==> config.mk <==
export PLATFORM = sky130hd
export DESIGN_NAME = lsu_issue_queue_flat
export DESIGN_NICKNAME = d
export VERILOG_FILES = /design/src/rtl/lsu_issue_queue_if.sv /design/src/rtl/lsu_issue_queue.sv /design/src/flat_wrapper.sv
export SDC_FILE = /design/constraint.sdc
export NUM_CORES = 2
export LEC_CHECK = 0
export BUFFER_PORTS_ARGS = -buffer_cell sky130_fd_sc_hd__buf_2
export CAP_MARGIN = 20
export CORE_MARGIN = 3
export CORE_UTILIZATION = 35
export DETAILED_ROUTE_END_ITERATION = 8
export GPL_TIMING_DRIVEN = 0
export SLEW_MARGIN = 20
export SYNTH_ARGS = -nofsm -noshare
export SYNTH_HDL_FRONTEND = slang
export SYNTH_SLANG_ARGS = --single-unit
==> constraint.sdc <==
create_clock -name clk -period 17.6 [get_ports clk]
set_clock_uncertainty 0.2 [all_clocks]
set_input_delay 0.88 -clock clk [delete_from_list [all_inputs] [get_ports clk]]
set_output_delay 0.88 -clock clk [all_outputs]
set_load 0.01 [all_outputs]
==> src/rtl/lsu_issue_queue_if.sv <==
// Dispatch-side and execute-side signal bundle for lsu_issue_queue.
// The master modport is the producer side (dispatch, writeback, branch unit).
interface lsu_issue_queue_if #(
  parameter int unsigned DEPTH_LOG = 3,
  parameter int unsigned WIDTH_BRM = 4,
  parameter int unsigned WIDTH_REG = 5,
  parameter int unsigned WIDTH     = 1 + 7 + WIDTH_BRM + WIDTH_REG + 10 + 4 * 32
);
  logic                   en_val;
  logic                   en_ready;
  logic [6:0]             en_uop;
  logic [WIDTH_BRM-1:0]   en_brmask;
  logic [WIDTH_REG-1:0]   en_rd;
  logic [31:0]            en_pc;
  logic [9:0]             en_func;
  logic [31:0]            en_imm;
  logic [WIDTH_REG-1:0]   en_rs1;
  logic [WIDTH_REG-1:0]   en_rs2;
  logic                   en_rdy1;
  logic                   en_rdy2;
  logic [31:0]            en_op1;
  logic [31:0]            en_op2;
  logic [WIDTH_REG+32:0]  bypass;
  logic                   br_kill;
  logic                   br_clear;
  logic [WIDTH_BRM-1:0]   br_mask;
  logic [WIDTH-1:0]       instr;
  logic [DEPTH_LOG:0]     count;

  modport master (
    output en_val, en_uop, en_brmask, en_rd, en_pc, en_func, en_imm,
    output en_rs1, en_rs2, en_rdy1, en_rdy2, en_op1, en_op2,
    output bypass, br_kill, br_clear, br_mask,
    input  en_ready, instr, count
  );

  modport slave (
    input  en_val, en_uop, en_brmask, en_rd, en_pc, en_func, en_imm,
    input  en_rs1, en_rs2, en_rdy1, en_rdy2, en_op1, en_op2,
    input  bypass, br_kill, br_clear, br_mask,
    output en_ready, instr, count
  );
endinterface

==> src/rtl/lsu_issue_queue.sv <==
// In-order load/store issue queue with bypass wakeup and branch kill/clear.
// Define LSQ_BYPASS_EN to let the head issue in the same cycle its operand is broadcast.
module lsu_issue_queue #(
  parameter int unsigned DEPTH_LOG = 3,
  parameter int unsigned WIDTH_BRM = 4,
  parameter int unsigned WIDTH_REG = 5,
  parameter int unsigned WIDTH     = 1 + 7 + WIDTH_BRM + WIDTH_REG + 10 + 4 * 32
) (
  input logic             clk,
  input logic             rst,
  lsu_issue_queue_if.slave q
);
  localparam int unsigned Depth    = 2 ** DEPTH_LOG;
  localparam logic [6:0]  UopLoad  = 7'b0000011;
  localparam logic [6:0]  UopStore = 7'b0100011;

  typedef logic [DEPTH_LOG-1:0] ptr_t;

  logic                 bp_val;
  logic [WIDTH_REG-1:0] bp_tag;
  logic [31:0]          bp_data;
  logic                 clear;

  ptr_t               head_q, head_d, tail_q, tail_d;
  logic [DEPTH_LOG:0] count_q, count_d;

  logic [Depth-1:0] val_q, val_d, rdy1_q, rdy1_d, rdy2_q, rdy2_d;
  logic [Depth-1:0] wake1, wake2, killed;
  logic [WIDTH_BRM-1:0] brm_q [Depth];
  logic [WIDTH_BRM-1:0] brm_d [Depth];

  logic [6:0]           uop_q  [Depth];
  logic [WIDTH_REG-1:0] rd_q   [Depth];
  logic [31:0]          pc_q   [Depth];
  logic [9:0]           func_q [Depth];
  logic [31:0]          imm_q  [Depth];
  logic [WIDTH_REG-1:0] rs1_q  [Depth];
  logic [WIDTH_REG-1:0] rs2_q  [Depth];
  logic [31:0]          op1_q  [Depth];
  logic [31:0]          op2_q  [Depth];

  logic                 en_drop, enq, en_rdy1, en_rdy2;
  logic [31:0]          en_op1, en_op2;
  logic [WIDTH_BRM-1:0] en_brm;

  logic        head_val, head_rdy1, head_rdy2, issue, pop;
  logic [31:0] head_op1, head_op2;

  logic                 out_val_q, out_val_d;
  logic [6:0]           out_uop_q, out_uop_d;
  logic [WIDTH_BRM-1:0] out_brm_q, out_brm_d;
  logic [WIDTH_REG-1:0] out_rd_q, out_rd_d;
  logic [31:0]          out_pc_q, out_pc_d;
  logic [9:0]           out_func_q, out_func_d;
  logic [31:0]          out_imm_q, out_imm_d;
  logic [31:0]          out_op1_q, out_op1_d;
  logic [31:0]          out_op2_q, out_op2_d;
  logic [WIDTH-1:0]     instr_w;

  assign {bp_val, bp_tag, bp_data} = q.bypass;
  assign clear = q.br_clear && !q.br_kill;

  assign q.en_ready = (count_q != (DEPTH_LOG + 1)'(Depth));
  assign q.count    = count_q;
  assign instr_w    = {out_val_q, out_uop_q, out_brm_q, out_rd_q, out_pc_q, out_func_q,
                       out_imm_q, out_op2_q, out_op1_q};
  assign q.instr    = instr_w;

  // Incoming op: tag 0 or a same-cycle bypass hit makes the operand ready on entry.
  always_comb begin
    en_drop = q.br_kill && (|(q.en_brmask & q.br_mask));
    enq     = q.en_val && q.en_ready && !en_drop;
    en_rdy1 = q.en_rdy1 || (q.en_rs1 == '0) || (bp_val && (bp_tag == q.en_rs1));
    en_rdy2 = q.en_rdy2 || (q.en_rs2 == '0) || (bp_val && (bp_tag == q.en_rs2));
    en_op1  = (q.en_rdy1 || (q.en_rs1 == '0)) ? q.en_op1 : bp_data;
    en_op2  = (q.en_rdy2 || (q.en_rs2 == '0)) ? q.en_op2 : bp_data;
    en_brm  = clear ? (q.en_brmask & ~q.br_mask) : q.en_brmask;
  end

  always_comb begin
    for (int unsigned i = 0; i < Depth; i++) begin
      killed[i] = q.br_kill && (|(brm_q[i] & q.br_mask));
      wake1[i]  = val_q[i] && !rdy1_q[i] && bp_val && (bp_tag == rs1_q[i]);
      wake2[i]  = val_q[i] && !rdy2_q[i] && bp_val && (bp_tag == rs2_q[i]);
    end
  end

  // Only the head is considered; a killed-but-present head is retired without issue.
  always_comb begin
    head_val  = val_q[head_q] && !killed[head_q];
`ifdef LSQ_BYPASS_EN
    head_rdy1 = rdy1_q[head_q] || wake1[head_q];
    head_rdy2 = rdy2_q[head_q] || wake2[head_q];
    head_op1  = rdy1_q[head_q] ? op1_q[head_q] : bp_data;
    head_op2  = rdy2_q[head_q] ? op2_q[head_q] : bp_data;
`else
    head_rdy1 = rdy1_q[head_q];
    head_rdy2 = rdy2_q[head_q];
    head_op1  = op1_q[head_q];
    head_op2  = op2_q[head_q];
`endif
    case (uop_q[head_q])
      UopLoad:  issue = head_val && head_rdy1;
      UopStore: issue = head_val && head_rdy1 && head_rdy2;
      default:  issue = head_val;
    endcase
    pop = issue || ((count_q != '0) && !val_q[head_q]);
  end

  always_comb begin
    val_d  = val_q;
    rdy1_d = rdy1_q;
    rdy2_d = rdy2_q;
    brm_d  = brm_q;
    head_d = pop ? head_q + 1'b1 : head_q;
    tail_d = enq ? tail_q + 1'b1 : tail_q;
    count_d = count_q;
    if (enq && !pop) begin
      count_d = count_q + 1'b1;
    end else if (!enq && pop) begin
      count_d = count_q - 1'b1;
    end
    for (int unsigned i = 0; i < Depth; i++) begin
      if (killed[i]) val_d[i] = 1'b0;
      if (wake1[i])  rdy1_d[i] = 1'b1;
      if (wake2[i])  rdy2_d[i] = 1'b1;
      if (clear)     brm_d[i] = brm_q[i] & ~q.br_mask;
    end
    if (pop) val_d[head_q] = 1'b0;
    if (enq) begin
      val_d[tail_q]  = 1'b1;
      rdy1_d[tail_q] = en_rdy1;
      rdy2_d[tail_q] = en_rdy2;
      brm_d[tail_q]  = en_brm;
    end
  end

  // A non-issuing cycle drops val but keeps the last word so downstream sees stable fields.
  always_comb begin
    out_val_d  = 1'b0;
    out_uop_d  = out_uop_q;
    out_brm_d  = clear ? (out_brm_q & ~q.br_mask) : out_brm_q;
    out_rd_d   = out_rd_q;
    out_pc_d   = out_pc_q;
    out_func_d = out_func_q;
    out_imm_d  = out_imm_q;
    out_op1_d  = out_op1_q;
    out_op2_d  = out_op2_q;
    if (issue) begin
      out_val_d  = 1'b1;
      out_uop_d  = uop_q[head_q];
      out_brm_d  = clear ? (brm_q[head_q] & ~q.br_mask) : brm_q[head_q];
      out_rd_d   = rd_q[head_q];
      out_pc_d   = pc_q[head_q];
      out_func_d = func_q[head_q];
      out_imm_d  = imm_q[head_q];
      out_op1_d  = head_op1;
      out_op2_d  = head_op2;
    end
  end

  always_ff @(posedge clk or posedge rst) begin
    if (rst) begin
      head_q     <= '0;
      tail_q     <= '0;
      count_q    <= '0;
      val_q      <= '0;
      rdy1_q     <= '0;
      rdy2_q     <= '0;
      for (int unsigned i = 0; i < Depth; i++) brm_q[i] <= '0;
      out_val_q  <= 1'b0;
      out_uop_q  <= '0;
      out_brm_q  <= '0;
      out_rd_q   <= '0;
      out_pc_q   <= '0;
      out_func_q <= '0;
      out_imm_q  <= '0;
      out_op1_q  <= '0;
      out_op2_q  <= '0;
    end else begin
      head_q     <= head_d;
      tail_q     <= tail_d;
      count_q    <= count_d;
      val_q      <= val_d;
      rdy1_q     <= rdy1_d;
      rdy2_q     <= rdy2_d;
      brm_q      <= brm_d;
      out_val_q  <= out_val_d;
      out_uop_q  <= out_uop_d;
      out_brm_q  <= out_brm_d;
      out_rd_q   <= out_rd_d;
      out_pc_q   <= out_pc_d;
      out_func_q <= out_func_d;
      out_imm_q  <= out_imm_d;
      out_op1_q  <= out_op1_d;
      out_op2_q  <= out_op2_d;
    end
  end

  // Payload is qualified by val/rdy, so it needs no reset.
  always_ff @(posedge clk) begin
    for (int unsigned i = 0; i < Depth; i++) begin
      if (wake1[i]) op1_q[i] <= bp_data;
      if (wake2[i]) op2_q[i] <= bp_data;
    end
    if (enq) begin
      uop_q[tail_q]  <= q.en_uop;
      rd_q[tail_q]   <= q.en_rd;
      pc_q[tail_q]   <= q.en_pc;
      func_q[tail_q] <= q.en_func;
      imm_q[tail_q]  <= q.en_imm;
      rs1_q[tail_q]  <= q.en_rs1;
      rs2_q[tail_q]  <= q.en_rs2;
      op1_q[tail_q]  <= en_op1;
      op2_q[tail_q]  <= en_op2;
    end
  end
endmodule
==> src/flat_wrapper.sv <==
// flat-port wrapper written by rule: the top's interface ports become plain ports
module lsu_issue_queue_flat 
#(
  parameter int unsigned DEPTH_LOG = 3,
  parameter int unsigned WIDTH_BRM = 4,
  parameter int unsigned WIDTH_REG = 5,
  parameter int unsigned WIDTH     = 1 + 7 + WIDTH_BRM + WIDTH_REG + 10 + 4 * 32
)
  (clk, rst, q_en_val, q_en_uop, q_en_brmask, q_en_rd, q_en_pc, q_en_func, q_en_imm, q_en_rs1, q_en_rs2, q_en_rdy1, q_en_rdy2, q_en_op1, q_en_op2, q_bypass, q_br_kill, q_br_clear, q_br_mask, q_en_ready, q_instr, q_count);
  lsu_issue_queue_if #(.DEPTH_LOG(DEPTH_LOG), .WIDTH_BRM(WIDTH_BRM), .WIDTH_REG(WIDTH_REG), .WIDTH(WIDTH)) q_i ();
  input logic clk;
  input logic rst;
  input wire logic [$bits(q_i.en_val)-1:0] q_en_val;
  input wire logic [$bits(q_i.en_uop)-1:0] q_en_uop;
  input wire logic [$bits(q_i.en_brmask)-1:0] q_en_brmask;
  input wire logic [$bits(q_i.en_rd)-1:0] q_en_rd;
  input wire logic [$bits(q_i.en_pc)-1:0] q_en_pc;
  input wire logic [$bits(q_i.en_func)-1:0] q_en_func;
  input wire logic [$bits(q_i.en_imm)-1:0] q_en_imm;
  input wire logic [$bits(q_i.en_rs1)-1:0] q_en_rs1;
  input wire logic [$bits(q_i.en_rs2)-1:0] q_en_rs2;
  input wire logic [$bits(q_i.en_rdy1)-1:0] q_en_rdy1;
  input wire logic [$bits(q_i.en_rdy2)-1:0] q_en_rdy2;
  input wire logic [$bits(q_i.en_op1)-1:0] q_en_op1;
  input wire logic [$bits(q_i.en_op2)-1:0] q_en_op2;
  input wire logic [$bits(q_i.bypass)-1:0] q_bypass;
  input wire logic [$bits(q_i.br_kill)-1:0] q_br_kill;
  input wire logic [$bits(q_i.br_clear)-1:0] q_br_clear;
  input wire logic [$bits(q_i.br_mask)-1:0] q_br_mask;
  output wire logic [$bits(q_i.en_ready)-1:0] q_en_ready;
  output wire logic [$bits(q_i.instr)-1:0] q_instr;
  output wire logic [$bits(q_i.count)-1:0] q_count;
  assign q_i.en_val = q_en_val;
  assign q_i.en_uop = q_en_uop;
  assign q_i.en_brmask = q_en_brmask;
  assign q_i.en_rd = q_en_rd;
  assign q_i.en_pc = q_en_pc;
  assign q_i.en_func = q_en_func;
  assign q_i.en_imm = q_en_imm;
  assign q_i.en_rs1 = q_en_rs1;
  assign q_i.en_rs2 = q_en_rs2;
  assign q_i.en_rdy1 = q_en_rdy1;
  assign q_i.en_rdy2 = q_en_rdy2;
  assign q_i.en_op1 = q_en_op1;
  assign q_i.en_op2 = q_en_op2;
  assign q_i.bypass = q_bypass;
  assign q_i.br_kill = q_br_kill;
  assign q_i.br_clear = q_br_clear;
  assign q_i.br_mask = q_br_mask;
  assign q_en_ready = q_i.en_ready;
  assign q_instr = q_i.instr;
  assign q_count = q_i.count;
  lsu_issue_queue #(.DEPTH_LOG(DEPTH_LOG), .WIDTH_BRM(WIDTH_BRM), .WIDTH_REG(WIDTH_REG), .WIDTH(WIDTH)) u_core (.clk(clk), .rst(rst), .q(q_i));
endmodule
# Word-level counts from Yosys, hierarchy flattened
# Memory sizes are Yosys's and may differ from the RTL's. A register that Yosys moved wholly into a read port is not among the register bits.
# Cells that the tools add are included.
# word_totals
reg_bits	78
ramBits	1280
input_bits	213
output_inout_bits	160
wordCells	297
memories	9
# memory_table
memory	depth	word_bits	read_ports	rd_ports_with_merged_regs	write_ports	line	rtl
u_core.imm_q	8	32	1	1	1	lsu_issue_queue.sv:36	logic [31:0] imm_q [Depth];
u_core.op1_q	8	32	1	1	9	lsu_issue_queue.sv:39	logic [31:0] op1_q [Depth];
u_core.op2_q	8	32	1	1	9	lsu_issue_queue.sv:40	logic [31:0] op2_q [Depth];
u_core.pc_q	8	32	1	1	1	lsu_issue_queue.sv:34	logic [31:0] pc_q [Depth];
u_core.func_q	8	10	1	1	1	lsu_issue_queue.sv:35	logic [9:0] func_q [Depth];
u_core.uop_q	8	7	1	0	1	lsu_issue_queue.sv:32	logic [6:0] uop_q [Depth];
+3 memories	n/a	n/a	n/a	n/a	n/a	n/a	
# op_classes
n_addsub	4
order_cmp	7
eq_ne	21
n_mux	101
bitwise_logic	26
reduce_logical	112
# op_table
cell	count
$mux 32	3
$eq 5x5->1	18
$and 4x4->4	20
$logic_and 1x1->1	71
$mux 4	17
$mux 1	65
$reduce_or 4->1	9
$bwmux 32	1
$mux 8	4
$logic_not 1->1	22
$bwmux 8	2
$bmux 1 s3	4
$bmux 4 s3	1
$demux 4 s3	1
$logic_not 5->1	2
$and 8x8->8	1
$ge 4x4->1 const B	2
$lt 3x4->1 const B	2
$not 3->4	2
$not 8->8	1
$or 8x8->8	1
$eq 7x2->1 const B	1
$eq 7x6->1 const B	1
$add 3x1->3 const B	2
other kinds (11)	18

# Longest topological paths before layout
# depth
word_depth	14
ltp_mapped	19
depth_no_buf	15

# Worst setup path after synthesis
# OpenSTA, ideal clock, no wires.
# synth_path
path_type	input to register
startpoint	input q_br_mask[0]
endpoint	memory u_core.op2_q[1][22] (data pin)
setup_time_ps	407
t_arrival_ps	5257
required_time_ps	16993
setup_slack_ps	11735
cell_stages	9
path_buffers	3
cell_sequence	clkbuf_1 a22oi_1 a21oi_1 nor2_1 nand3_1 inv_2 clkbuf_1 clkbuf_1 a21oi_1
# synth_rtl
element	line	rtl
start: declaration	flat_wrapper.sv:29	input wire logic [$bits(q_i.br_mask)-1:0] q_br_mask;
end: declaration	lsu_issue_queue.sv:40	

# Worst setup path in the final report
# layout_path
startpoint	register u_core.count_q[0], in the netlist u_core.q.count[0]
endpoint	memory u_core.pc_q[1][27] (enable)
# layout_via
elab_chain_len	5
# layout_lines
element	line	rtl
start: declaration	lsu_issue_queue.sv:25	logic [DEPTH_LOG:0] count_q, count_d;
start signal: assignment	lsu_issue_queue.sv:183	count_q <= count_d;
$ne 4x4->1	lsu_issue_queue.sv:63	assign q.en_ready = (count_q != (DEPTH_LOG + 1)'(Depth));
$logic_and 1x1->1 (2 in series)	lsu_issue_queue.sv:72	enq = q.en_val && q.en_ready && !en_drop;
named net u_core.enq	lsu_issue_queue.sv:42	logic en_drop, enq, en_rdy1, en_rdy2;
$mux 1	lsu_issue_queue.sv:206	if (enq) begin
$mux 1 (not written as such)	lsu_issue_queue.sv:209	pc_q[tail_q] <= q.en_pc;
end: declaration	lsu_issue_queue.sv:34	
# The timed path passes the listed nets, and every way through them passes these cells.

==> results_dict.tcl <==
set metrics [dict create \
    yosys_warnings 0 \
    hold_class "in -> reg" \
    wl_per_cell_um 37.11 \
    critPathKind "reg -> reg" \
    port_buffers 326 \
    synthAdderAreaFrac_pct 0.1383 \
    clock-sinks 1501 \
    synth_top_family_by_area "compound AO/OA/AOI/OAI gates" \
    initial_utilization_pct 35.48 \
    worstSkewPairLatency_ns 0.81 \
    grt_pass1_vias 41340 \
    synth.largest_area_cell "edfxtp_1" \
    fin_crit_sh_pct 31.03 \
    yosysUniqueCellTypes 50 \
    ir_worst_vdd_mv 0.1379 \
    nNetsFinal 4817 \
    vias 43880 \
    cp_cell_sequence "or4b_2 -> nand2_1 -> nor2_1 -> nand3_1 -> inv_2 -> clkbuf_1 -> clkbuf_4 -> buf_12 -> buf_12" \
    grt-ovfl-total 0 \
    timing.critical_path.buf_inv 5 \
    synth-async-reset-ratio_pct 14.72 \
    post-route-drc-count 0 \
    relSlewSlack_pct 7.158 \
    seq_area_frac_synth_pct 73.61 \
    ant_nets 0 \
    clk_path_buf_depth 3 \
    synth.most_common_cell "edfxtp_1" \
    syn_to_final_growth_pct 17.65 \
    rsz0062_at_grt "false" \
    floorplan.die.width_um 419.1 \
    holdWs_ns 0.1466 \
    syn_area_um2 59730 \
    clk_pin_slew_worst_paths_ns 0.07 \
    synth_ff_type "edfxtp_1" \
    cpPeakStageDelay_ns 0.85 \
    cts_tree "built" \
    initialDrtViolationCount 7321 \
    hold_viol_final 0 \
    yosys.area_share.xor_xnor_pct 1.437 \
    synth_edf_count 1280 \
    required_ns 17.88 \
    rows 150 \
    ys_top_cells_by_area "edfxtp_1 (64%), dfrtp_1 (9.3%), a21oi_1 (4.8%)" \
    crit_path_max_fanout 33 \
    synth_fp_nets 4286 \
    synth_common_cells "edfxtp_1 (1280), a21oi_1 (569), nor2_1 (480), a221oi_1 (287), a22o_1 (265)" \
    slew_violations 0 \
    cp_top_family "buffers and inverters" \
    layout_min_cycle_time_ns 5.461 \
    postCtsSetupBuffers 0 \
    synth_top_area_share_pct 64.35 \
    ioPinCount 373 \
    cp-end-kind "flip-flop" \
    place_inst 6650 \
    groute.usage.overall_pct 28.65 \
    dp_hpwl_mm 167.5 \
    drive_above_1_share_pct 17.28 \
    fmax_mhz 183.1 \
    n_fill_cell 15250 \
    gp_congestion 0.9606 \
    maxCapViolCount 0 \
    status "finished clean" \
    p_per_area_nw_per_um2 178.1 \
    cts_inserted_buffers 146 \
    chipHeight_um 419.1 \
    p_leak_uw 0.02397 \
    crit_path_start_kind "flip-flop" \
    avgSynthCellArea_um2 14.69 \
    worstMarginPinSlew_ns 1.393 \
    synthMuxAreaShare_pct 3.040 \
    grt_max_degree 81 \
    routed_wl_mm 258.4 \
    antenna_found_initial 56 \
    firstDrtPassIters 9 \
    setup_viol 0 \
    worstPathArrival_ns 5.74 \
    core_area_um2 168300 \
    synth_compound_area_share_pct 14.99 \
    fin_cells 6963 \
    ys_seq_elements 1501 \
    routed_via_density 6.302 \
    crit_top_cell "buf_12" \
    tns_ns 0 \
    grt_pass1_wl_mm 343.4 \
    cts-root-buf "clkbuf_16" \
    slowest_stage "clkbuf_4" \
    h-tree-depth 4 \
    syn_inst 4067 \
    dieArea_um2 175600 \
    synth-simple-area-share_pct 4.508 \
]
==> cell type report <==
cell class	count	area, um^2	area share, %
flip-flops and latches	1501	43970	62.57
multi-input cells	2229	14460	20.58
clock buffers	207	4136	5.886
repair buffers	383	2781	3.958
well taps	2204	2758	3.924
plain buffers	326	1450	2.064
clock inverters	64	573.1	0.8155
diodes	38	95.09	0.1353
inverters	11	48.80	0.06944
==> registers in the layout, summed over array words and instances, names as in the netlist, 5 cells and up <==
name               count
u_core.imm_q         256
u_core.op1_q         256
u_core.op2_q         256
u_core.pc_q          256
u_core.func_q         80
u_core.uop_q          56
u_core.rd_q           40
u_core.rs1_q          40
u_core.rs2_q          40
u_core.brm_q          32
u_core.out_imm_q      32
u_core.out_op1_q      32
u_core.out_op2_q      32
u_core.out_pc_q       32
u_core.out_func_q     10
u_core.rdy1_q          8
u_core.rdy2_q          8
u_core.val_q           8
u_core.out_uop_q       7
u_core.out_rd_q        5
==> report_power, final <==
part	total, uW	internal, uW	switching, uW
Clock	3140	1740	1400
Sequential	4790	4510	278
Combinational	4590	1280	3310
==> routing by layer <==
metal | global-route usage, % | up-vias | wire [um]
li1 | - | 17180 | -
met1 | 34.44 | 21910 | 87730
met2 | 42.32 | 3770 | 112500
met3 | 10.23 | 996 | 34960
met4 | 21.28 | 26 | 22990
met5 | 0 | - | 177
==> path summary, 6_finish.rpt <==
kind,slack (ns),depth (start not counted),to,from
min,0.15,1,u_core.imm_q[3][20],q_en_imm[20]
max reg2reg,12.14,9,u_core.pc_q[1][27],u_core.q.count[0]
min in group asynchronous,0.46,3,u_core.out_imm_q[0],rst
min reg2reg,0.28,1,u_core.out_uop_q[2],u_core.out_uop_q[2]
max in group asynchronous,15.84,4,u_core.out_imm_q[17],rst
max,12.14,9,u_core.pc_q[1][27],u_core.q.count[0]
==> layout by cell type (no fill, tap or decap), types with 10 or more instances in the layout <==
cell       netlist  layout
mux2i_1        118     118
or2_4            0      16
mux4_2          15      15
clkbuf_8         0      19
nand4_1         20      20
a22o_1         265     265
buf_1           18      13
xnor2_1         80      80
buf_4            7      10
clkbuf_2         0      81
nand2_1         65      65
clkinv_2         0      30
nor2_1         480     478
edfxtp_1      1280    1280
buf_2           41     372
mux2_2          21      21
a31oi_1        131     131
dfrtp_1        221     221
nand3_1         13      13
o21ai_0         21      21
diode_2          0      38
buf_12           0      28
a221oi_1       287     287
a22oi_1         31      31
a21oi_1        569     568
xor2_1          18      18
clkbuf_16        0     149
nor4_1          17      17
clkinv_1         3      16
clkbuf_1       258     209
buf_16           0      16
==> kinds of logic (layout without fill, tap and decap cells) <==
family / Yosys count / in the layout
adder cells (fa/ha/maj): 6 / 6
XOR/XNOR: 98 / 98
AND/OR/NAND/NOR: 647 / 647
AO/OA/AOI/OAI: 1319 / 1319
multiplexers: 159 / 159
flip-flops: 1501 / 1501
buffers and inverters: 337 / 991
other: 0 / 38
==> repair_timing <==
| item | 4_1_cts | 5_1_grt |
|---|---|---|
| hold endpoints to repair | 45 | 0 |
| resized for setup | 0 | 0 |
| setup endpoints to repair | 0 | 0 |
| hold buffers | 1 | 0 |
==> stage by stage <==
step	util [%]	instance area (um^2)	total power [uW]	worst slack (ns)
2_1_floorplan	-	59730	6923	10.47
3_3_place_gp	38.09	64120	9129	5.023
3_5_place_dp	38.85	65410	9236	11.83
4_1_cts	41.66	70130	12300	12.43
5_1_grt	41.71	70210	12760	12.34
6_report	41.74	70270	12520	12.14
(Power assumes the default switching activity.)
